==> config.mk <==
export PLATFORM = sky130hd
export DESIGN_NAME = filt_frame_scheduler
export DESIGN_NICKNAME = d
export VERILOG_FILES = /design/src/rtl/filt_frame_scheduler.sv
export SDC_FILE = /design/constraint.sdc
export NUM_CORES = 1
export LEC_CHECK = 0
export ABC_AREA = 1
export BUFFER_PORTS_ARGS = -buffer_cell sky130_fd_sc_hd__buf_2
export CORE_UTILIZATION = 54
export CTS_BUF_LIST = sky130_fd_sc_hd__clkbuf_4
export DETAILED_ROUTE_END_ITERATION = 7
export GPL_ROUTABILITY_DRIVEN = 0
export GPL_TIMING_DRIVEN = 0
export PLACE_DENSITY_LB_ADDON = 0.08
export RECOVER_POWER = 25
export SYNTH_ARGS = -nofsm -noshare
export SYNTH_HDL_FRONTEND = slang
export SYNTH_SLANG_ARGS = --single-unit
==> constraint.sdc <==
create_clock -name clk -period 1.7 [get_ports clk]
set_input_delay 0.34 -clock clk [delete_from_list [all_inputs] [get_ports clk]]
set_output_delay 0.34 -clock clk [all_outputs]
set_load 0.05 [all_outputs]
==> src/rtl/filt_frame_scheduler.sv <==
// rtl/filt_frame_scheduler.sv - two-bank frame scheduler between producer, filter engine and consumer
//
// Ports:
//   clk, reset          single clock, synchronous active-high reset
//   prod_req            producer asks for a free bank
//   prod_grant/index    bank granted to the producer, held until prod_done
//   prod_done           one-cycle pulse, producer finished the granted bank
//   filt_start/index    start request and bank number for the filter engine
//   filt_idle           filter engine idle
//   cons_valid/index    filtered bank offered to the consumer, held until cons_done
//   cons_done           one-cycle pulse, consumer finished reading
//   frames_filtered     completed filter runs, wraps
//   start_timeout       sticky: filt_start left unaccepted for idle_timeout cycles
module filt_frame_scheduler #(
    parameter int idle_timeout = 65535,
    parameter int cnt_w        = 16
) (
    input  logic             clk,
    input  logic             reset,
    input  logic             prod_req,
    output logic             prod_grant,
    output logic             prod_index,
    input  logic             prod_done,
    output logic             filt_start,
    output logic             filt_index,
    input  logic             filt_idle,
    output logic             cons_valid,
    output logic             cons_index,
    input  logic             cons_done,
    output logic [cnt_w-1:0] frames_filtered,
    output logic             start_timeout
);

    localparam int TW = (idle_timeout < 2) ? 1 : $clog2(idle_timeout + 1);

    typedef enum logic [2:0] {
        B_FREE,
        B_FILLING,
        B_READY,
        B_FILTERING,
        B_FILTERED,
        B_READING
    } bank_t;

    typedef enum logic [1:0] {
        F_IDLE,
        F_ARM,
        F_RUN
    } fstate_t;

    bank_t            bank_q [2];
    bank_t            bank_d [2];
    fstate_t          fstate_q, fstate_d;
    logic             prod_grant_q, prod_grant_d;
    logic             prod_index_q, prod_index_d;
    logic             grant_pref_q, grant_pref_d;
    logic             filt_start_q, filt_start_d;
    logic             filt_index_q, filt_index_d;
    logic             ready_first_q, ready_first_d;
    logic             cons_valid_q, cons_valid_d;
    logic             cons_index_q, cons_index_d;
    logic             filtered_first_q, filtered_first_d;
    logic [cnt_w-1:0] frames_q, frames_d;
    logic [TW-1:0]    tmo_cnt_q, tmo_cnt_d;
    logic             start_timeout_q, start_timeout_d;

    logic             gsel;
    logic             fsel;
    logic             csel;

    always_comb begin
        bank_d[0]        = bank_q[0];
        bank_d[1]        = bank_q[1];
        fstate_d         = fstate_q;
        prod_grant_d     = prod_grant_q;
        prod_index_d     = prod_index_q;
        grant_pref_d     = grant_pref_q;
        filt_start_d     = filt_start_q;
        filt_index_d     = filt_index_q;
        ready_first_d    = ready_first_q;
        cons_valid_d     = cons_valid_q;
        cons_index_d     = cons_index_q;
        filtered_first_d = filtered_first_q;
        frames_d         = frames_q;
        tmo_cnt_d        = tmo_cnt_q;
        start_timeout_d  = start_timeout_q;
        gsel             = 1'b0;
        fsel             = 1'b0;
        csel             = 1'b0;

        // Every decision below looks at bank_q, so a bank changed this cycle
        // (e.g. freed by cons_done) is only visible to the others next cycle.
        // Each bank is in exactly one state, so at most one of these
        // transitions can touch a given bank in a cycle.

        // Producer side
        if (prod_grant_q && prod_done) begin
            bank_d[prod_index_q] = B_READY;
            prod_grant_d         = 1'b0;
        end else if (!prod_grant_q && prod_req &&
                     (bank_q[0] == B_FREE || bank_q[1] == B_FREE)) begin
            if (bank_q[0] == B_FREE && bank_q[1] == B_FREE) begin
                gsel = grant_pref_q;
            end else begin
                gsel = (bank_q[1] == B_FREE);
            end
            bank_d[gsel] = B_FILLING;
            prod_grant_d = 1'b1;
            prod_index_d = gsel;
            grant_pref_d = ~gsel;
        end

        // Filter engine handshake
        case (fstate_q)
            F_IDLE: begin
                if (filt_idle && (bank_q[0] == B_READY || bank_q[1] == B_READY)) begin
                    if (bank_q[0] == B_READY && bank_q[1] == B_READY) begin
                        fsel = ready_first_q;
                    end else begin
                        fsel = (bank_q[1] == B_READY);
                    end
                    bank_d[fsel] = B_FILTERING;
                    filt_index_d = fsel;
                    filt_start_d = 1'b1;
                    fstate_d     = F_ARM;
                end
            end
            F_ARM: begin
                if (!filt_idle) begin
                    filt_start_d = 1'b0;
                    tmo_cnt_d    = '0;
                    fstate_d     = F_RUN;
                end else begin
                    // Counter saturates so the flag cannot be re-armed by wrap.
                    if (tmo_cnt_q != TW'(idle_timeout)) begin
                        tmo_cnt_d = tmo_cnt_q + 1'b1;
                    end
                    if (tmo_cnt_q == TW'(idle_timeout - 1)) begin
                        start_timeout_d = 1'b1;
                    end
                end
            end
            F_RUN: begin
                if (filt_idle) begin
                    bank_d[filt_index_q] = B_FILTERED;
                    frames_d             = frames_q + 1'b1;
                    fstate_d             = F_IDLE;
                end
            end
            default: begin
                fstate_d = F_IDLE;
            end
        endcase

        // Consumer side
        if (cons_valid_q && cons_done) begin
            bank_d[cons_index_q] = B_FREE;
            cons_valid_d         = 1'b0;
        end else if (!cons_valid_q &&
                     (bank_q[0] == B_FILTERED || bank_q[1] == B_FILTERED)) begin
            if (bank_q[0] == B_FILTERED && bank_q[1] == B_FILTERED) begin
                csel = filtered_first_q;
            end else begin
                csel = (bank_q[1] == B_FILTERED);
            end
            bank_d[csel] = B_READING;
            cons_valid_d = 1'b1;
            cons_index_d = csel;
        end

        // Age trackers: a bank entering READY/FILTERED becomes the oldest
        // only if the other bank is not already waiting in that state.
        for (int b = 0; b < 2; b++) begin
            if (bank_q[b] != B_READY && bank_d[b] == B_READY &&
                bank_d[1-b] != B_READY) begin
                ready_first_d = 1'(b);
            end
            if (bank_q[b] != B_FILTERED && bank_d[b] == B_FILTERED &&
                bank_d[1-b] != B_FILTERED) begin
                filtered_first_d = 1'(b);
            end
        end
    end

    always_ff @(posedge clk) begin
        if (reset) begin
            bank_q[0]        <= B_FREE;
            bank_q[1]        <= B_FREE;
            fstate_q         <= F_IDLE;
            prod_grant_q     <= 1'b0;
            prod_index_q     <= 1'b0;
            grant_pref_q     <= 1'b0;
            filt_start_q     <= 1'b0;
            filt_index_q     <= 1'b0;
            ready_first_q    <= 1'b0;
            cons_valid_q     <= 1'b0;
            cons_index_q     <= 1'b0;
            filtered_first_q <= 1'b0;
            frames_q         <= '0;
            tmo_cnt_q        <= '0;
            start_timeout_q  <= 1'b0;
        end else begin
            bank_q[0]        <= bank_d[0];
            bank_q[1]        <= bank_d[1];
            fstate_q         <= fstate_d;
            prod_grant_q     <= prod_grant_d;
            prod_index_q     <= prod_index_d;
            grant_pref_q     <= grant_pref_d;
            filt_start_q     <= filt_start_d;
            filt_index_q     <= filt_index_d;
            ready_first_q    <= ready_first_d;
            cons_valid_q     <= cons_valid_d;
            cons_index_q     <= cons_index_d;
            filtered_first_q <= filtered_first_d;
            frames_q         <= frames_d;
            tmo_cnt_q        <= tmo_cnt_d;
            start_timeout_q  <= start_timeout_d;
        end
    end

    assign prod_grant      = prod_grant_q;
    assign prod_index      = prod_index_q;
    assign filt_start      = filt_start_q;
    assign filt_index      = filt_index_q;
    assign cons_valid      = cons_valid_q;
    assign cons_index      = cons_index_q;
    assign frames_filtered = frames_q;
    assign start_timeout   = start_timeout_q;

endmodule
==> Implementation_results.wiki, run 1 <==
{| class="wikitable"
! Metric !! Value
|-
| Run status || finished with violations
|-
| Violated checks || negative setup slack
|-
| Min-Delay Startpoint || prod_req
|-
| Area contributors post-synth || dfxtp_1 (38%), nand2_1 (10%), inv_1 (7.1%), a21oi_1 (6.4%), nor2_1 (5.7%)
|-
| Via count || 2,597
|-
| Number of global-route vias before repair || 2,312
|-
| Vertical extent of the die || 71.94 µm
|-
| Leading cell types in the layout, fill and taps excluded || nand2_1 (66), inv_1 (45), nor2_1 (37)
|-
| Unique masters post-synth || 33
|-
| Final max-slew violation count || 0
|-
| Slew at the pin with the worst max-slew slack || 569.5 ps
|-
| Sinks on the clock net || 50
|-
| Post-Synthesis Cells || 379
|-
| Number of antenna violations at the first check in global routing || 0
|-
| Setup violation total in the final timing report || 13
|-
| Initial core utilization || 55.92%
|-
| Number of CTS-inserted buffers || 5
|-
| Sequential share of power || 49.5%
|-
| Net switching power || 0.8543 mW
|-
| Critical path class || reg -> reg
|-
| Filler cell count in the final layout || around 380
|-
| Startpoint types || register
|-
| Nature of the critical path endpoint || register
|-
| Crit-path max FO || 7
|-
| Routed wirelength normalized by instance count || ~13 µm
|-
| Std cell rows || 25
|-
| CTS tree || yes
|-
| Number of top-level pins || 29
|-
| R2r endpoint || tmo_cnt_q[0]
|-
| Share of layout cells above drive strength 1 || 32.43%
|-
| Seq cells post-synth || 50
|-
| Worst reg-to-reg setup slack || -130 ps
|-
| Detailed placement HPWL || 4204 µm
|-
| Number of design-rule violations left by the first detailed-router iteration || 166
|-
| Leakage Power || between 1 and 1.5 nW
|-
| Number of instances on the worst hold path || 3
|-
| Post-detailed-route via-to-cell ratio || a little over 5
|-
| Cell at the root of the clock tree || clkbuf_4
|-
| NumNets Final || 449
|-
| Sequential cell area fraction in the yosys report || 37.90%
|-
| Clock power frac || 27.3%
|-
| Biggest area consumer among synthesized cells || dfxtp_1
|-
| Hold Path Class || in -> reg
|-
| FMAX || ~550 MHz
|-
| Area delta synth->final || 28.33%
|-
| Total standard cell area after synthesis || approximately 2600 µm²
|-
| Worst reg-to-reg path cell count || 10
|-
| Data required time of the worst path || 2000 ps
|-
| Cts-stage hold buffer count || 0
|-
| Total core area || around 4700 µm²
|-
| Maximum number of buffers from clock root to sink || 2
|-
| Cell Int Power || 1.752 mW
|-
| Critical Path Start || tmo_cnt_q[8]
|-
| Diode count || 0
|-
| Minimum clock period || 1828 ps
|-
| Sum of routed wire segments on met1 || 2965 µm
|-
| CTS H-tree lvls || 2
|-
| Post-DP Area || 2867 µm²
|-
| Global routing usage summed across all routing layers || ~25%
|-
| Final WS setup || -127.6 ps
|-
| Remaining max-slew budget at the tightest pin || 62.03%
|-
| Endpoint of the worst hold-timing path || prod_grant
|-
| Wire length of the first global-routing pass || 10,180 µm
|-
| Metal3 WL || 317 µm
|-
| Net switching share of the total power || 32.78%
|-
| Routed WL || 6435 µm
|-
| Final ANT Viol Nets || 0
|-
| Worst-path clk slew || 160 ps
|-
| Share of the cycle needed by the critical path after routing || 107.5%
|-
| Count of TritonRoute iterations in the first routing pass || 4
|-
| Count of max-cap constraint violations || 0
|-
| Most common library cell in the layout ignoring fill and taps || nand2_1
|-
| Met2 wirelength from detailed routing || 3093 µm
|-
| Remaining Overflow, GRT || 0
|-
| Synthesized area divided by synthesized cell count || between 6 and 7 µm²
|-
| Critical R2R Launch || tmo_cnt_q[8]
|-
| Area share of the largest cell type after synthesis || between 30% and 40%
|-
| Comb pwr share || 23.1%
|-
| Pin count of the biggest net entering global routing || 17
|-
| Worst voltage drop across the vdd grid || roughly 470 µV
|-
| Buffers added on ports || 27
|-
| Net count after synthesis || 388
|-
| Cell area power density || 768.9 nW/µm²
|-
| Worst endpoint data arrival time || 2130 ps
|-
| Post-route DRC violation count || 0
|-
| Clock insertion delay at the later pin of the skew report || between 300 and 400 ps
|-
| Width of the chip || a little over 70 µm
|-
| Post-route cell area || 3390 µm²
|-
| Number of hold-slack violations in the final timing report || 0
|-
| Highest signal layer in the routed design || met4
|-
| Total power after layout || roughly 2.6 mW
|-
| Yosys warning total || 0
|-
| DIE AREA || between 5000 and 6000 µm²
|-
| Worst setup skew after layout || 16.36 ps
|-
| Unrepaired setup endpoints after global routing || true
|}
sequential cells by signal (all words and copies together), names as in the netlist:
name              cells
frames_filtered      16
tmo_cnt_q            16
bank_q                6
fstate_q              2
cons_index            1
cons_valid            1
filt_index            1
filt_start            1
filtered_first_q      1
grant_pref_q          1
prod_grant            1
prod_index            1
ready_first_q         1
start_timeout         1
cells in the mapped netlist:
master / instances
a211oi_1: 1
a21oi_1: 34
a21oi_2: 4
and3_1: 1
buf_1: 3
buf_2: 1
buf_6: 1
buf_8: 1
clkbuf_1: 1
dfxtp_1: 50
ha_1: 3
inv_1: 50
inv_2: 3
nand2_1: 72
nand2_2: 8
nand2_4: 1
nand3_1: 28
nand3_2: 1
nand3b_1: 3
nand4_1: 12
nor2_1: 40
nor2_2: 5
nor2_4: 4
nor3_1: 15
nor3_2: 1
nor3b_1: 2
o211ai_1: 1
o21a_1: 4
o21ai_0: 14
o21bai_1: 1
or2_2: 2
xnor2_1: 4
xor2_1: 8
power groups by stage:
stage,logic (mW),registers (mW),clock network [mW]
2_1_floorplan,0.348,1.37,0
3_3_place_gp,0.516,1.31,0
3_5_place_dp,0.521,1.31,0
4_1_cts,0.578,1.29,0.742
5_1_grt,0.680,1.30,0.785
6_report,0.603,1.29,0.712
how the worst max path moves through the flow:
| stage | end | slack [ps] | cells after the start |
|---|---|---|---|
| after floorplan | frames_filtered[15] | -30 | 10 |
| after global placement | tmo_cnt_q[1] | -190 | 13 |
| after detailed placement | tmo_cnt_q[1] | -210 | 13 |
| after CTS | tmo_cnt_q[11] | -30 | 14 |
| after global routing | tmo_cnt_q[9] | -200 | 14 |
| final | tmo_cnt_q[0] | -130 | 10 |
timing repair:
item,4_1_cts,5_1_grt
setup buffers,18,11
setup endpoints to repair,20,23
gates cloned,1,0
endpoints found under the hold margin,0,0
resized for setup,22,45
pin swaps,8,21
logic make-up (layout without fill, tap and decap cells):
group / after synthesis / in the layout / synth area share (%)
simple gates: 195 / 195 / 35.01
xor+xnor: 12 / 12 / 3.979
fa+ha+maj: 3 / 3 / 1.421
buf+inv: 60 / 122 / 9.284
flops: 50 / 50 / 37.90
compound gates: 59 / 59 / 12.41
worst max-delay path, cell delays in order, from the launching register on:
cell      delay, ps
dfxtp_2         450
nand2_1         170
nor3_4          250
nand2_1         120
nand2_1          90
nand2_2          70
inv_2            70
buf_8           130
buf_4           110
nor2_1           50
a211oi_2        230
area by class of cell:
cell class / count / area, µm² / share of cell area [%]
inverter: 53 / 201.4 / 5.943
clock inverter: 3 / 45.04 / 1.329
clock buffer: 5 / 37.54 / 1.107
buffer: 7 / 50.05 / 1.477
multi-input combinational: 269 / 1567 / 46.22
sequential: 50 / 1027 / 30.31
tap: 67 / 83.83 / 2.473
timing repair buffer: 54 / 377.9 / 11.15
metrics by stage:
stage	worst slack, ps	utilization (%)	setup TNS (ps)	instances	hold slack [ps]
after detailed placement	-212.1	60.69	-2501	473	445.8
after global placement	-188.0	60.69	-2056	473	439.0
after global routing	-197.3	71.76	-2248	508	236.3
final	-127.6	71.76	-746.8	508	252.5
after CTS	-34.70	67.26	-91.73	499	239.8
after floorplan	-32.55	-	-32.55	379	443.3
routing by layer:
| metal | up-vias | track usage [%] |
|---|---|---|
| li1 | 1350 | - |
| met1 | 1172 | 32.95 |
| met2 | 67 | 41.51 |
| met3 | 8 | 5.000 |
| met4 | 0 | 8.061 |
| met5 | - | 0 |
No activity file was read; power rests on OpenSTA's default activity.
==> run 2: changes to the inputs <==
--- a/config.mk
+++ b/config.mk
@@ -7,13 +7,15 @@
 export LEC_CHECK = 0
 export ABC_AREA = 1
 export BUFFER_PORTS_ARGS = -buffer_cell sky130_fd_sc_hd__buf_2
-export CORE_UTILIZATION = 54
+export CORE_UTILIZATION = 55
 export CTS_BUF_LIST = sky130_fd_sc_hd__clkbuf_4
 export DETAILED_ROUTE_END_ITERATION = 7
 export GPL_ROUTABILITY_DRIVEN = 0
 export GPL_TIMING_DRIVEN = 0
+export HOLD_SLACK_MARGIN = 0.08
 export PLACE_DENSITY_LB_ADDON = 0.08
 export RECOVER_POWER = 25
+export SKIP_CTS_REPAIR_TIMING = 1
 export SYNTH_ARGS = -nofsm -noshare
 export SYNTH_HDL_FRONTEND = slang
 export SYNTH_SLANG_ARGS = --single-unit
==> run 2 against run 1 <==
  * Sequential cell count unchanged
  * Critical path depth increased by 3
  * Final cell count is 4.7% lower
  * Non-clock buffer count down 9
  * Clock skew down 5.3 ps
  * Die area down 1.8%
  * Maximum frequency increased by 8.0%
  * The run ends with design-rule violations left
  * Via count down 0.12%
  * Sequential share of layout area is 1.9 points higher
  * Clock power shrank 28%
  * Highest routed layer unchanged
  * Global-route usage down 0.61 points
==> Implementation_results.wiki, run 2 (same netlist as run 1, synthesis figures left out) <==
{| class="wikitable"
! Metric !! Value
|-
| Share of the cycle needed by the critical path after routing || 99.54% (-8.0 points)
|-
| Wire length of the first global-routing pass || 9818 µm (-3.5%)
|-
| Remaining max-slew budget at the tightest pin || 58.66% (-3.4 points)
|-
| Post-route cell area || 3217 µm² (-5.1%)
|-
| Leading cell types in the layout, fill and taps excluded || nand2_1 (64), inv_1 (46), nor2_1 (37)
|-
| DIE AREA || 5084 µm² (-1.8%)
|-
| CTS H-tree lvls || 2 (unchanged)
|-
| Number of top-level pins || 29 (unchanged)
|-
| Post-route DRC violation count || 1 (+1)
|-
| Share of layout cells above drive strength 1 || 30.56% (-1.9 points)
|-
| Post-DP Area || 2848 µm² (-0.65%)
|-
| Crit-path max FO || 6 (-1)
|-
| Crit-path max cell delay || 400 ps (-50 ps)
|-
| GRT met1 Usage || 32.62% (-0.33 points)
|-
| Maximum number of buffers from clock root to sink || 2 (unchanged)
|-
| Count of max-cap constraint violations || 0 (unchanged)
|-
| Number of buffer and inverter stages on the critical path || 3 (unchanged)
|-
| Final ANT Viol Nets || 0 (unchanged)
|-
| Std cell rows || 24 (-4.0%)
|-
| Width of the chip || 71.30 µm (-0.88%)
|-
| Dominant delay contributor by cell family on the critical path || simple AND/OR/NAND/NOR gates
|-
| Worst setup skew after layout || 11.02 ps (-5.337 ps)
|-
| Buffers added on ports || 27 (unchanged)
|-
| Detailed placement HPWL || 4212 µm (+0.20%)
|-
| Clock insertion delay at the later pin of the skew report || 370 ps (about the same)
|-
| Remaining Overflow, GRT || 0 (unchanged)
|-
| Initial core utilization || 59.03% (+3.1 points)
|-
| Routed wirelength normalized by instance count || 13.02 µm (+2.8%)
|-
| Total power after layout || 2.426 mW (-6.9%)
|-
| Number of cells in the finished layout apart from fillers || 484 (-4.7%)
|-
| Number of antenna violations at the first check in global routing || 0 (unchanged)
|-
| Post-Route Utilization || 71.90% (+0.13 points)
|-
| NumNets Final || 440 (-2.0%)
|-
| Total core area || 4474 µm² (-5.3%)
|-
| Run status || finished with violations
|-
| Worst voltage drop across the vdd grid || 516.9 µV (+11%)
|-
| Worst-path clk slew || 140 ps (-20 ps)
|-
| Met2 track utilization from global routing || 39.79% (-1.7 points)
|-
| Most common cell on crit path || nand2_2
|-
| Filler cell count in the final layout || 364 (-5.2%)
|-
| FMAX || 591.0 MHz (+8.0%)
|-
| Cell at the root of the clock tree || clkbuf_4
|-
| Data required time of the worst path || 1960 ps (-40 ps)
|-
| Cell count after placement || 458 (-3.2%)
|-
| Most common library cell in the layout ignoring fill and taps || nand2_1
|-
| CTS tree || yes
|-
| Vertical extent of the die || 71.30 µm (-0.88%)
|-
| Number of global-route vias before repair || 2,192 (-5.2%)
|-
| CP Cell Sequence || ha_4, inv_4, nor2_4, nand2_2, nor2_4, nand2_2, nand2_2, nand2_4, inv_4, buf_8, nor2_1, o21ai_0, a21oi_1
|-
| Hold Path Class || in -> reg
|-
| Cell with the largest stage delay on the worst path || dfxtp_4
|-
| Nature of the critical path endpoint || register
|-
| Violated checks || design-rule violations
|-
| Sinks on the clock net || 50 (unchanged)
|-
| Diode count || 0 (unchanged)
|-
| Count of TritonRoute iterations in the first routing pass || 6 (+2)
|-
| Number of CTS-inserted buffers || 5 (unchanged)
|-
| GR Util met3 || 5.063% (+0.063 points)
|-
| Fin Setup TNS || 0 ps (+746.8 ps)
|-
| Leakage Power || 1.355 nW (-4.9%)
|-
| Worst endpoint data arrival time || 1950 ps (-180 ps)
|-
| Unrepaired setup endpoints after global routing || true
|-
| Setup violation total in the final timing report || 0 (-13)
|-
| Number of design-rule violations left by the first detailed-router iteration || 201 (+21%)
|-
| Post-detailed-route via-to-cell ratio || 5.360 (+4.8%)
|-
| Via count || 2,594 (-0.12%)
|-
| Pin count of the biggest net entering global routing || 15 (-2)
|-
| Slew at the pin with the worst max-slew slack || 620.1 ps (+50.57 ps)
|-
| Cell area power density || 754.0 nW/µm² (-1.9%)
|-
| Seq. cell area || 1036 µm² (+0.85%)
|-
| Minimum clock period || 1692 ps (-135.5 ps)
|-
| Global routing usage summed across all routing layers || 24.44% (-0.61 points)
|-
| Startpoint types || register
|-
| Area delta synth->final || 21.79%
|-
| Combined area of the multi-input logic cells || 1508 µm² (-3.8%)
|-
| Final max-slew violation count || 0 (unchanged)
|-
| Critical path class || reg -> reg
|-
| Routed WL || 6304 µm (-2.0%)
|-
| GRT busiest layer || met2
|-
| Number of hold-slack violations in the final timing report || 0 (unchanged)
|}
==> run 2: changes by cell type in the layout (fill, tap and decap cells not counted), moves of 3 or more <==
cell | previous run | this run
o21ai_1 | 4 | 1
o21ai_0 | 10 | 13
dfxtp_1 | 33 | 28
dfxtp_2 | 15 | 19
clkinv_1 | 0 | 3
nor3_4 | 3 | 0
nor3_1 | 8 | 11
buf_4 | 24 | 16
nand2_2 | 12 | 15
==> run 2: cell type report <==
class                      count  area share, %
timing repair buffer          45          9.490
clock buffer                   5          1.167
tap                           52          2.023
multi-input combinational    269          46.87
sequential                    50          32.21
inverter                      53          6.340
clock inverter                 3         0.3501
buffer                         7          1.556
==> run 2: metal layers <==
layer  vias to the layer above  wire (µm)
met3                        12        378
met2                        84       2926
li1                       1331          -
met4                         0        101
met1                      1167       2898
met5                         -          0
==> run 2: metrics by stage <==
stage,setup slack (ps),hold slack (ps)
5_1_grt,-86.44,269.6
3_5_place_dp,-247.3,451.0
4_1_cts,-281.4,256.9
3_3_place_gp,-190.1,439.9
6_report,7.873,261.0
2_1_floorplan,-32.55,443.3
==> run 2: path summary, 6_finish.rpt <==
kind | start | end | slack, ps | cells after the start
hold reg to reg | grant_pref_q | grant_pref_q | 470 | 2
setup / recovery | tmo_cnt_q[1] | tmo_cnt_q[2] | 8 | 13
setup reg to reg | tmo_cnt_q[1] | tmo_cnt_q[2] | 8 | 13
hold / removal | cons_done | cons_valid | 260 | 4
==> run 2: worst reg2reg max path: stages (launching register included) <==
cell and delay, ps:
dfxtp_4 400, ha_4 170, inv_4 50, nor2_4 80
nand2_2 80, nor2_4 130, nand2_2 70, nand2_2 80
nand2_4 70, inv_4 90, buf_8 130, nor2_1 60
o21ai_0 140, a21oi_1 50
==> run 2: report_power, final <==
part           switching [mW]  internal [mW]  total [mW]
clock                   0.365          0.148       0.513
combinational           0.401          0.209       0.609
sequential             0.0667           1.24        1.30
==> run 3: changes to the inputs <==
--- a/config.mk
+++ b/config.mk
@@ -7,7 +7,7 @@
 export LEC_CHECK = 0
 export ABC_AREA = 1
 export BUFFER_PORTS_ARGS = -buffer_cell sky130_fd_sc_hd__buf_2
-export CORE_UTILIZATION = 55
+export CORE_UTILIZATION = 56
 export CTS_BUF_LIST = sky130_fd_sc_hd__clkbuf_4
 export DETAILED_ROUTE_END_ITERATION = 7
 export GPL_ROUTABILITY_DRIVEN = 0
==> constraint.sdc (replaced) <==
create_clock -name clk -period 2.1 [get_ports clk]
set_input_delay 0.42 -clock clk [delete_from_list [all_inputs] [get_ports clk]]
set_output_delay 0.42 -clock clk [all_outputs]
set_load 0.05 [all_outputs]
==> run 3 against run 2 <==
  * The flow still finishes with violations (design-rule violations)
  * Utilization is 6.7 points lower
  * Via count down 4.4%
  * Sequential cell count unchanged
  * Highest routed layer unchanged
  * Largest power group unchanged
  * Largest cell class unchanged
==> Implementation_results.wiki, run 3 (same netlist as run 1, synthesis figures left out) <==
{| class="wikitable"
! Metric !! Value
|-
| Highest signal layer in the routed design || met4
|-
| Crit-path max FO || 10 (+4)
|-
| Clock insertion delay at the later pin of the skew report || 380 ps (about the same)
|-
| Detailed placement HPWL || 4223 µm (+0.27%)
|-
| Met2 wirelength from detailed routing || 2496 µm (-15%)
|-
| Number of hold-slack violations in the final timing report || 0 (unchanged)
|-
| Run status || finished with violations
|-
| Most common library cell in the layout ignoring fill and taps || nand2_1
|-
| Std cell rows || 24 (unchanged)
|-
| Pin count of the biggest net entering global routing || 17 (+2)
|-
| Unrepaired setup endpoints after global routing || false
|-
| Cell count after placement || 458 (unchanged)
|-
| Routed WL || 5539 µm (-12%)
|-
| Number of buffer and inverter stages on the critical path || 4 (+1)
|-
| CTS tree || yes
|-
| Routed wirelength normalized by instance count || 11.89 µm (-8.7%)
|-
| Sinks on the clock net || 50 (unchanged)
|-
| Diode count || 0 (unchanged)
|-
| Number of cells in the finished layout apart from fillers || 466 (-3.7%)
|-
| Slew at the pin with the worst max-slew slack || 556.1 ps (-63.98 ps)
|-
| Most common cell on crit path || nand2_1
|-
| Violated checks || design-rule violations
|-
| Dominant delay contributor by cell family on the critical path || simple AND/OR/NAND/NOR gates
|-
| Final max-slew violation count || 0 (unchanged)
|-
| Number of CTS-inserted buffers || 5 (unchanged)
|-
| Number of antenna violations at the first check in global routing || 0 (unchanged)
|-
| Number of design-rule violations left by the first detailed-router iteration || 183 (-9.0%)
|-
| Number of top-level pins || 29 (unchanged)
|-
| Share of the cycle needed by the critical path after routing || 89.39% (-10 points)
|-
| Remaining max-slew budget at the tightest pin || 62.93% (+4.3 points)
|-
| Cell with the largest stage delay on the worst path || dfxtp_2
|-
| CTS H-tree lvls || 2 (unchanged)
|-
| Data required time of the worst path || 2410 ps (+450 ps)
|-
| Crit-path max cell delay || 400 ps (about the same)
|-
| Leakage Power || 1.222 nW (-9.8%)
|-
| Cell at the root of the clock tree || clkbuf_4
|-
| Remaining Overflow, GRT || 0 (unchanged)
|-
| Total core area || 4444 µm² (-0.67%)
|-
| Number of global-route vias before repair || 2,193 (+0.046%)
|-
| Hold Path Class || in -> reg
|-
| Worst-path clk slew || 150 ps (about the same)
|-
| Vertical extent of the die || 70.68 µm (-0.88%)
|-
| Area delta synth->final || 9.616%
|-
| Width of the chip || 70.68 µm (-0.88%)
|-
| Worst endpoint data arrival time || 2190 ps (+240 ps)
|-
| Share of layout cells above drive strength 1 || 16.43% (-14 points)
|-
| Setup violation total in the final timing report || 0 (unchanged)
|-
| Startpoint types || register
|-
| Post-route DRC violation count || 2 (+1)
|-
| Wire length of the first global-routing pass || 9315 µm (-5.1%)
|-
| CP Cell Sequence || ha_1, inv_1, nor2_2, nand2_1, nor2_2, nand2_1, nand2_1, nand2_2, inv_2, buf_6, buf_8, nand2_2, a21oi_2
|-
| Count of max-cap constraint violations || 0 (unchanged)
|-
| Sum of routed wire segments on met1 || 2669 µm (-7.9%)
|-
| Maximum number of buffers from clock root to sink || 2 (unchanged)
|-
| Count of TritonRoute iterations in the first routing pass || 6 (unchanged)
|-
| Cell area power density || 667.4 nW/µm² (-11%)
|-
| Buffers added on ports || 27 (unchanged)
|-
| DIE AREA || 4995 µm² (-1.7%)
|-
| Leading cell types in the layout, fill and taps excluded || nand2_1 (72), inv_1 (50), dfxtp_1 (48)
|-
| Global routing usage summed across all routing layers || 23.41% (-1.0 points)
|-
| NumNets Final || 422 (-4.1%)
|-
| Critical path class || reg -> reg
|-
| Minimum clock period || 1877 ps (+185.1 ps)
|-
| Final ANT Viol Nets || 0 (unchanged)
|-
| Post-detailed-route via-to-cell ratio || 5.320 (-0.74%)
|-
| Via count || 2,479 (-4.4%)
|-
| Worst voltage drop across the vdd grid || 406.7 µV (-21%)
|-
| Nature of the critical path endpoint || register
|-
| Metal3 WL || 298 µm (-21%)
|-
| Fin Setup TNS || 0 ps (unchanged)
|-
| Initial core utilization || 59.43% (+0.40 points)
|-
| Worst setup skew after layout || 7.913 ps (-3.107 ps)
|-
| FMAX || 532.7 MHz (-9.9%)
|}
run 3: cell types whose count changed in the layout (fill, tap and decap cells not counted), moves of 6 or more:
cell and delta:
a21oi_2 -6, a21oi_1 +6, dfxtp_1 +20, dfxtp_2 -17
nand2_1 +8, nand2_2 -7, buf_4 -16
run 3: final timing paths:
kind | from | to | slack (ps) | depth (start not counted)
min | cons_done | cons_valid | 340 | 4
max reg2reg | tmo_cnt_q[1] | tmo_cnt_q[1] | 220 | 13
min reg2reg | grant_pref_q | grant_pref_q | 480 | 2
max | tmo_cnt_q[1] | tmo_cnt_q[1] | 220 | 13
run 3: worst min-delay path, delay by kind of cell:
| family | cells | cell delay [ps] |
|---|---|---|
| simple gates | 1 | 70 |
| compound gates | 1 | 90 |
| buf+inv | 2 | 110 |
run 3: layout make-up:
type / count / area, µm²
timing repair buffer: 27 / 135.1
clock buffer: 5 / 37.54
fill: 412 / 1549
buffer: 7 / 46.29
sequential: 50 / 1003
inverter: 53 / 198.9
multi-input combinational: 269 / 1388
clock inverter: 3 / 21.27
tap: 52 / 65.06
run 3: through the flow:
| step | cell area [µm²] | power, mW | hold slack, ps | setup WS (ps) | utilization [%] |
|---|---|---|---|---|---|
| 6_report | 2895 | 1.932 | 338.0 | 222.8 | 65.15 |
| 5_1_grt | 2895 | 2.035 | 346.7 | 21.89 | 65.15 |
| 4_1_cts | 2900 | 1.942 | 325.9 | 157.2 | 65.26 |
| 3_5_place_dp | 2841 | 1.492 | 455.8 | 188.2 | 63.94 |
| 3_3_place_gp | 2841 | 1.480 | 439.0 | 218.0 | 63.94 |
| 2_1_floorplan | 2641 | 1.391 | 443.3 | 158.8 | - |
run 3: power by group:
part	switching (mW)	leakage [nW]	total [mW]	internal, mW
clock	0.329	0.0312	0.460	0.131
sequential	0.0412	0.405	1.04	0.999
combinational	0.302	0.786	0.432	0.130
total	0.671	1.22	1.93	1.26
run 3: metal layers:
layer | global-route usage, % | vias to the layer above
met2 | 37.22 | 63
met1 | 31.52 | 1112
met3 | 3.989 | 7
met4 | 10.22 | 0
met5 | 0 | -
li1 | - | 1297
